===== config.mk =====
export PLATFORM = sky130hd
export DESIGN_NAME = operand_streamer
export DESIGN_NICKNAME = d
export VERILOG_FILES = /design/src/rtl/operand_streamer.sv
export SDC_FILE = /design/constraint.sdc
export NUM_CORES = 1
export LEC_CHECK = 0
export CELL_PAD_IN_SITES_DETAIL_PLACEMENT = 1
export CELL_PAD_IN_SITES_GLOBAL_PLACEMENT = 1
export CORE_MARGIN = 2
export CORE_UTILIZATION = 25
export CTS_BUF_LIST = sky130_fd_sc_hd__clkbuf_4 sky130_fd_sc_hd__clkbuf_8 sky130_fd_sc_hd__clkbuf_16
export CTS_CLUSTER_DIAMETER = 30
export CTS_CLUSTER_SIZE = 14
export DETAILED_ROUTE_END_ITERATION = 7
export PLACE_DENSITY = 0.59
export RECOVER_POWER = 25
export SLEW_MARGIN = 15
export SYNTH_ARGS = -nofsm -noshare
export SYNTH_HDL_FRONTEND = slang
export SYNTH_SLANG_ARGS = --single-unit

===== constraint.sdc =====
create_clock -name clk_i -period 5.1 [get_ports clk_i]
set_clock_uncertainty 0.15 [all_clocks]
set_input_delay 1.02 -clock clk_i [delete_from_list [all_inputs] [get_ports clk_i]]
set_output_delay 1.02 -clock clk_i [all_outputs]
set_load 0.005 [all_outputs]

===== src/rtl/operand_streamer.sv =====
// Write-side producer for the computing_unit operand FIFOs: fetches weight, activation and offset
// vectors from a 1-cycle-latency vector memory and sequences them tile by tile into the FIFOs.
module operand_streamer #(
  parameter int SYSTOL_ACTIVATION_COUNT = 16,
  parameter int SYSTOL_WEIGHT_COUNT     = 16,
  parameter int ADDR_W                  = 16,
  parameter int LEN_W                   = 16,
  parameter int DATA_W                  = 8,
  localparam int MEM_LANES = (SYSTOL_ACTIVATION_COUNT > SYSTOL_WEIGHT_COUNT) ?
                             SYSTOL_ACTIVATION_COUNT : SYSTOL_WEIGHT_COUNT
) (
  input  logic                                          clk_i,
  input  logic                                          rst_i,
  input  logic                                          start_i,
  input  logic [LEN_W-1:0]                              tile_count_i,
  input  logic [LEN_W-1:0]                              act_len_i,
  input  logic [ADDR_W-1:0]                             w_base_i,
  input  logic [ADDR_W-1:0]                             act_base_i,
  input  logic [ADDR_W-1:0]                             off_base_i,
  output logic                                          busy_o,
  output logic                                          done_o,
  output logic                                          mem_rd_en_o,
  output logic [ADDR_W-1:0]                             mem_addr_o,
  input  logic [MEM_LANES-1:0][DATA_W-1:0]              mem_rdata_i,
  input  logic                                          cu_rst_busy_i,
  input  logic                                          cu_wupd_busy_i,
  input  logic                                          tile_drained_i,
  output logic [SYSTOL_WEIGHT_COUNT-1:0][DATA_W-1:0]    weight_o,
  output logic                                          weight_wr_en_o,
  input  logic                                          weight_full_i,
  output logic [SYSTOL_ACTIVATION_COUNT-1:0][DATA_W-1:0] activation_o,
  output logic                                          activation_wr_en_o,
  input  logic                                          activation_full_i,
  output logic [SYSTOL_WEIGHT_COUNT-1:0][DATA_W-1:0]    offset_o,
  output logic                                          offset_wr_en_o,
  input  logic                                          offset_full_i,
  output logic                                          weight_update_o
);
  localparam int SA  = SYSTOL_ACTIVATION_COUNT;
  localparam int SW  = SYSTOL_WEIGHT_COUNT;
  localparam int WCW = $clog2(SA) + 1;

  typedef enum logic [2:0] {IDLE, WAIT_RDY, LOAD_W, WAIT_DRAIN, UPDATE, STREAM, DONE} state_t;
  typedef enum logic [1:0] {TAG_W, TAG_A, TAG_O} tag_t;
  typedef struct packed {
    tag_t                               tag;
    logic [MEM_LANES-1:0][DATA_W-1:0]   data;
  } entry_t;

  state_t             state;
  logic [LEN_W-1:0]   tiles_q, tile_idx, act_len_q;
  logic [ADDR_W-1:0]  w_ptr, a_ptr, o_ptr;
  logic               first_tile;
  logic [WCW-1:0]     w_iss, w_wr;
  logic [LEN_W:0]     s_iss, s_wr;

  logic               inflight_q;
  tag_t               inflight_tag_q;
  entry_t             sb [2];
  logic               sb_head;
  logic [1:0]         sb_cnt;

  entry_t             head;
  logic               wr_ok, pop, pop_s, issue, room, w_need, s_need, w_done, s_done;
  logic [1:0]         occ;
  tag_t               iss_tag;

  // Write side: only the head of the skid buffer may be written, so fetch order is kept.
  assign head               = sb[sb_head];
  assign wr_ok              = (sb_cnt != 2'd0) && !cu_rst_busy_i;
  assign weight_wr_en_o     = wr_ok && (head.tag == TAG_W) && !weight_full_i;
  assign activation_wr_en_o = wr_ok && (head.tag == TAG_A) && !activation_full_i;
  assign offset_wr_en_o     = wr_ok && (head.tag == TAG_O) && !offset_full_i;
  assign pop_s              = activation_wr_en_o || offset_wr_en_o;
  assign pop                = weight_wr_en_o || pop_s;
  assign weight_o           = head.data[SW-1:0];
  assign activation_o       = head.data[SA-1:0];
  assign offset_o           = head.data[SW-1:0];

  // Counting the slot freed by this cycle's write keeps 1 vector/cycle with a 2-deep buffer.
  assign occ    = sb_cnt + {1'b0, inflight_q} - {1'b0, pop};
  assign room   = occ < 2'd2;
  assign w_need = (state == LOAD_W) && (w_iss != WCW'(SA));
  assign s_need = (state == STREAM) && (s_iss != {act_len_q, 1'b0});
  assign w_done = (w_wr + WCW'(weight_wr_en_o)) == WCW'(SA);
  assign s_done = (s_wr + (LEN_W+1)'(pop_s)) == {act_len_q, 1'b0};

  always_comb begin
    issue      = 1'b0;
    iss_tag    = TAG_W;
    mem_addr_o = '0;
    if (room && w_need) begin
      issue      = 1'b1;
      mem_addr_o = w_ptr;
    end else if (room && s_need) begin
      issue      = 1'b1;
      iss_tag    = s_iss[0] ? TAG_O : TAG_A;
      mem_addr_o = s_iss[0] ? o_ptr : a_ptr;
    end
  end
  assign mem_rd_en_o = issue;

  always_ff @(posedge clk_i or negedge rst_i) begin
    if (!rst_i) begin
      inflight_q     <= 1'b0;
      inflight_tag_q <= TAG_W;
      sb_head        <= 1'b0;
      sb_cnt         <= 2'd0;
      for (int i = 0; i < 2; i++) sb[i] <= '0;
    end else begin
      inflight_q     <= issue;
      inflight_tag_q <= iss_tag;
      // With 2 entries a push into a full buffer always coincides with a pop, so the
      // tail lands on the slot being vacated.
      if (inflight_q) sb[sb_head ^ sb_cnt[0]] <= '{tag: inflight_tag_q, data: mem_rdata_i};
      sb_head <= sb_head ^ pop;
      sb_cnt  <= sb_cnt + {1'b0, inflight_q} - {1'b0, pop};
    end
  end

  always_ff @(posedge clk_i or negedge rst_i) begin
    if (!rst_i) begin
      state           <= IDLE;
      tiles_q         <= '0;
      tile_idx        <= '0;
      act_len_q       <= '0;
      w_ptr           <= '0;
      a_ptr           <= '0;
      o_ptr           <= '0;
      first_tile      <= 1'b0;
      w_iss           <= '0;
      w_wr            <= '0;
      s_iss           <= '0;
      s_wr            <= '0;
      busy_o          <= 1'b0;
      done_o          <= 1'b0;
      weight_update_o <= 1'b0;
    end else begin
      if (weight_wr_en_o) w_wr <= w_wr + 1'b1;
      if (pop_s)          s_wr <= s_wr + 1'b1;
      if (issue && w_need) begin
        w_iss <= w_iss + 1'b1;
        w_ptr <= w_ptr + 1'b1;
      end else if (issue) begin
        s_iss <= s_iss + 1'b1;
        if (s_iss[0]) o_ptr <= o_ptr + 1'b1;
        else          a_ptr <= a_ptr + 1'b1;
      end
      case (state)
        IDLE: if (start_i) begin
          tiles_q   <= tile_count_i;
          act_len_q <= act_len_i;
          w_ptr     <= w_base_i;
          a_ptr     <= act_base_i;
          o_ptr     <= off_base_i;
          busy_o    <= 1'b1;
          state     <= WAIT_RDY;
        end
        WAIT_RDY: if (!cu_rst_busy_i) begin
          if (tiles_q == '0) begin
            done_o <= 1'b1;
            busy_o <= 1'b0;
            state  <= DONE;
          end else begin
            tile_idx   <= '0;
            first_tile <= 1'b1;
            w_iss      <= '0;
            w_wr       <= '0;
            state      <= LOAD_W;
          end
        end
        LOAD_W: if (w_done) state <= WAIT_DRAIN;
        // Later tiles hold new weights back until queued activations have been consumed.
        WAIT_DRAIN: if (first_tile || (tile_drained_i && !cu_wupd_busy_i)) begin
          weight_update_o <= 1'b1;
          state           <= UPDATE;
        end
        UPDATE: begin
          weight_update_o <= 1'b0;
          s_iss           <= '0;
          s_wr            <= '0;
          state           <= STREAM;
        end
        STREAM: if (s_done) begin
          if (tile_idx + 1'b1 == tiles_q) begin
            done_o <= 1'b1;
            busy_o <= 1'b0;
            state  <= DONE;
          end else begin
            tile_idx   <= tile_idx + 1'b1;
            first_tile <= 1'b0;
            w_iss      <= '0;
            w_wr       <= '0;
            state      <= LOAD_W;
          end
        end
        DONE: begin
          done_o <= 1'b0;
          state  <= IDLE;
        end
        default: state <= IDLE;
      endcase
    end
  end
endmodule

==> flow_summary.toml <==
[outcome]
status = "finished with violations"
violations = "capacitance limit, slew limit, setup timing"

[clock_tree]
clk_latency_ns = 0.66
holdBufCountCts = 0
cts-buffers-inserted = 114
path_clk_slew_ns = 0.04
root_buffer = "clkbuf_16"
clockBufferDepth = 3
clkSinkCount = 413
htreeDepth = 3
cts_tree = "built"

[timing]
fmaxAchievable_ghz = 0.195
hold_viol = 0
slew_headroom_pct = -86.8
period_share_pct = 100
worst_slew_pin_slew_ns = 2.80
setup_viol = 1
min_period_ns = 5.12
finalMaxSlewViolations = 165
grt_setup_unrepaired = "yes"
layout_setup_ws_ns = -0.0165

[min_path]
min_from = "first_tile"
worstHoldPathType = "flop to flop"
worstHoldEndpoint = "first_tile"
holdPathStages = 2

[die]
die_y_um = 302
num_rows = 109
die_area_mm2 = 0.0910
fp.dieW_um = 302
start_util_pct = 25.1
core_area_mm2 = 0.0881
io_pins = 624

[worst_setup_path]
cp_max_fo = 5
r2r-end = "a_ptr[15]"
cp_common_cell = "ha_4"
slowest_delay_ns = 0.48
cp-end-kind = "output pin"
crit_path_start_kind = "flop"
cp_cell_sequence = "mux2_4 > and3b_1 > o21a_1 > or2_4 > ha_4 > inv_4 > ha_4 > xor3_1 > or3_1 > buf_6 > buf_12 > and3_4 > a21oi_4 > o22ai_4 > buf_2"
r2r-start = "sb_head"
r2r_setup_slack_ns = 0.72
path_class = "flop to output pin"
cp.required_ns = 3.93
critical_path_arrival_ns = 3.95
cp_slowest_cell = "dfrtp_4"
reg2reg_depth = 16

[final_layout]
largest_reg_flops = 260
reg_top3 = "sb: 260 flops, s_iss: 17 flops, s_wr: 17 flops"
regMostFlops = "sb"
final_nets = 2638
area_growth_pct = 47.0
drive_above_1_share_pct = 30.8

[synthesis]
synth_nets = 2184
syn_avg_cell_area_um2 = 11.3
yosys_register_bits = 413
syn_inst = 1952
yosysWarnings = 0
ys_seq_area_share_pct = 46.7
synth-edff-count = 0
synthArstFlopShare_pct = 100
syn_area_mm2 = 0.0221
yosys_most_used_dff = "dfrtp_1"
synth_cell_types = 66

[placed_design]
dp_hpwl_mm = 57.0
io_buffers = 623
globalplace.congestion = 0.802
dp_slack_ns = -0.646

[routing]
drc = 0
ant_nets = 0
firstDrtPassIters = 4
vias = 16600
wl_per_cell_um = 21.4
routed_wl_mm = 78.7
post_drt_via_cell_ratio = 4.52
drt_iter0_markers = 630

[global_route]
antenna_found_initial = 14
grt_max_degree = 110
grt_use_total_pct = 16.8
grt_overflow_total = 0
grt_pass1_wl_mm = 115
grt_pass1_vias = 17800

[power]
leakagePower_nw = 13.3
power.total_mw = 25.0
max-vdd-ir-drop_uv = 390
power_density_mw_per_mm2 = 768

[flow_run]
cap_violations = 2
-- synthesized netlist by cell type, types with 4 or more instances --
cell type,count,area [um^2]
and2_1,8,50.1
a21oi_1,38,190
or2_2,6,37.5
nand4_1,38,238
o31ai_1,4,30.0
xor2_1,65,569
nor2_1,68,255
buf_1,7,26.3
nand3_1,40,200
nor3_1,14,70.1
o21ai_1,13,65.1
xnor2_1,67,587
mux2_2,424,4770
ha_1,15,188
and3_1,24,150
mux2i_1,16,160
dfrtp_1,413,10300
o21ai_0,79,395
buf_4,259,1940
nand2_1,117,439
nor2b_1,6,37.5
or3_1,17,106
nor4_1,15,93.8
buf_2,15,75.1
inv_1,25,93.8
clkbuf_1,70,263
nand2b_1,9,56.3
or4_1,5,37.5
a31oi_1,4,25.0
a21o_1,13,97.6
-- stage by stage --
step / utilization (%) / setup TNS, ns / hold WS [ns] / instances / cell area, um^2
floorplan: - / 0 / 0.298 / 1952 / 22100
global placement: 31.8 / -8.83 / 0.328 / 3436 / 28000
detailed placement: 31.8 / -9.84 / 0.324 / 3436 / 28000
CTS: 36.9 / -1.13 / 0.269 / 3666 / 32500
global route: 36.9 / -1.27 / 0.360 / 3670 / 32500
finish: 37.0 / -0.0165 / 0.329 / 3673 / 32600
-- how the worst max path moves through the flow --
stage / start / endpoint / slack (ns) / cells after the start
after floorplan: cu_rst_busy_i / mem_addr_o[0] / 0.32 / 12
after global placement: cu_rst_busy_i / mem_addr_o[2] / -0.59 / 15
after detailed placement: cu_rst_busy_i / mem_addr_o[15] / -0.65 / 15
after CTS: sb_head / mem_addr_o[3] / -0.16 / 14
after global routing: sb_head / mem_addr_o[11] / -0.17 / 15
final: sb_head / mem_addr_o[11] / -0.02 / 15
-- placed cells by master (no fill, tap or decap), types with 6 or more instances in the layout --
| cell | instances |
|---|---|
| a21o_1 | 13 |
| a21oi_1 | 32 |
| and2_1 | 8 |
| and3_1 | 19 |
| buf_12 | 10 |
| buf_2 | 16 |
| buf_4 | 42 |
| buf_6 | 7 |
| bufinv_16 | 17 |
| clkbuf_16 | 115 |
| clkbuf_4 | 12 |
| clkbuf_8 | 29 |
| clkdlybuf4s50_1 | 603 |
| clkinv_2 | 26 |
| clkinvlp_4 | 11 |
| dfrtp_1 | 412 |
| ha_1 | 13 |
| inv_1 | 24 |
| mux2_2 | 423 |
| mux2i_1 | 16 |
| nand2_1 | 113 |
| nand2b_1 | 9 |
| nand3_1 | 40 |
| nand4_1 | 38 |
| nor2_1 | 66 |
| nor2b_1 | 6 |
| nor3_1 | 12 |
| nor4_1 | 15 |
| o21ai_0 | 64 |
| o21ai_1 | 18 |
| o21ai_2 | 9 |
| or3_1 | 17 |
| xnor2_1 | 67 |
| xor2_1 | 65 |
-- cell type report --
class                   count  area [um^2]
diodes                      4         10.0
fillers                  9415        55500
well taps                1165         1460
clock inverters            61          902
multi-input cells        1161         9610
clock buffers             153         3330
inverters                  27          104
flip-flops and latches    413        10300
repair buffers            689         6800
-- where the power goes --
| part | internal (mW) | switching [mW] | leakage [nW] |
|---|---|---|---|
| clock network | 5.40 | 2.24 | 2.07 |
| registers | 4.76 | 1.13 | 5.00 |
| logic | 6.87 | 4.59 | 6.22 |
| total | 17.0 | 7.96 | 13.3 |
-- kinds of logic (layout without fill, tap and decap cells) --
kind of cell,Yosys count,in the layout,synth area share [%]
adder cells (fa/ha/maj),15,15,0.847
AO/OA/AOI/OAI,179,179,4.72
buffers and inverters,378,930,10.9
flip-flops,413,413,46.7
XOR/XNOR,133,133,5.33
AND/OR/NAND/NOR,393,393,9.17
other,0,4,0
multiplexers,441,441,22.4
-- critical path: cells and delay by family (launching register included) --
family,cells,cell delay (ns)
xor+xnor,1,0.25
flops,1,0.48
fa+ha+maj,2,0.36
buf+inv,4,0.46
mux,1,0.31
compound gates,3,0.40
simple gates,4,1.02
-- metal layers --
| metal | share of wire (%) | global-route usage, % | up-vias |
|---|---|---|---|
| li1 | - | - | 7508 |
| met1 | 40 | 19.6 | 8435 |
| met2 | 51 | 29.2 | 497 |
| met3 | 6.2 | 4.55 | 131 |
| met4 | 3.1 | 6.22 | 18 |
| met5 | 0.15 | 0 | - |
-- timing repair --
item,in CTS,in global routing
pin swaps,10,12
setup endpoints to repair,17,17
cloned,2,1
setup buffers,14,4
gates resized for setup,112,23
Power figures use the tool's default switching activity.
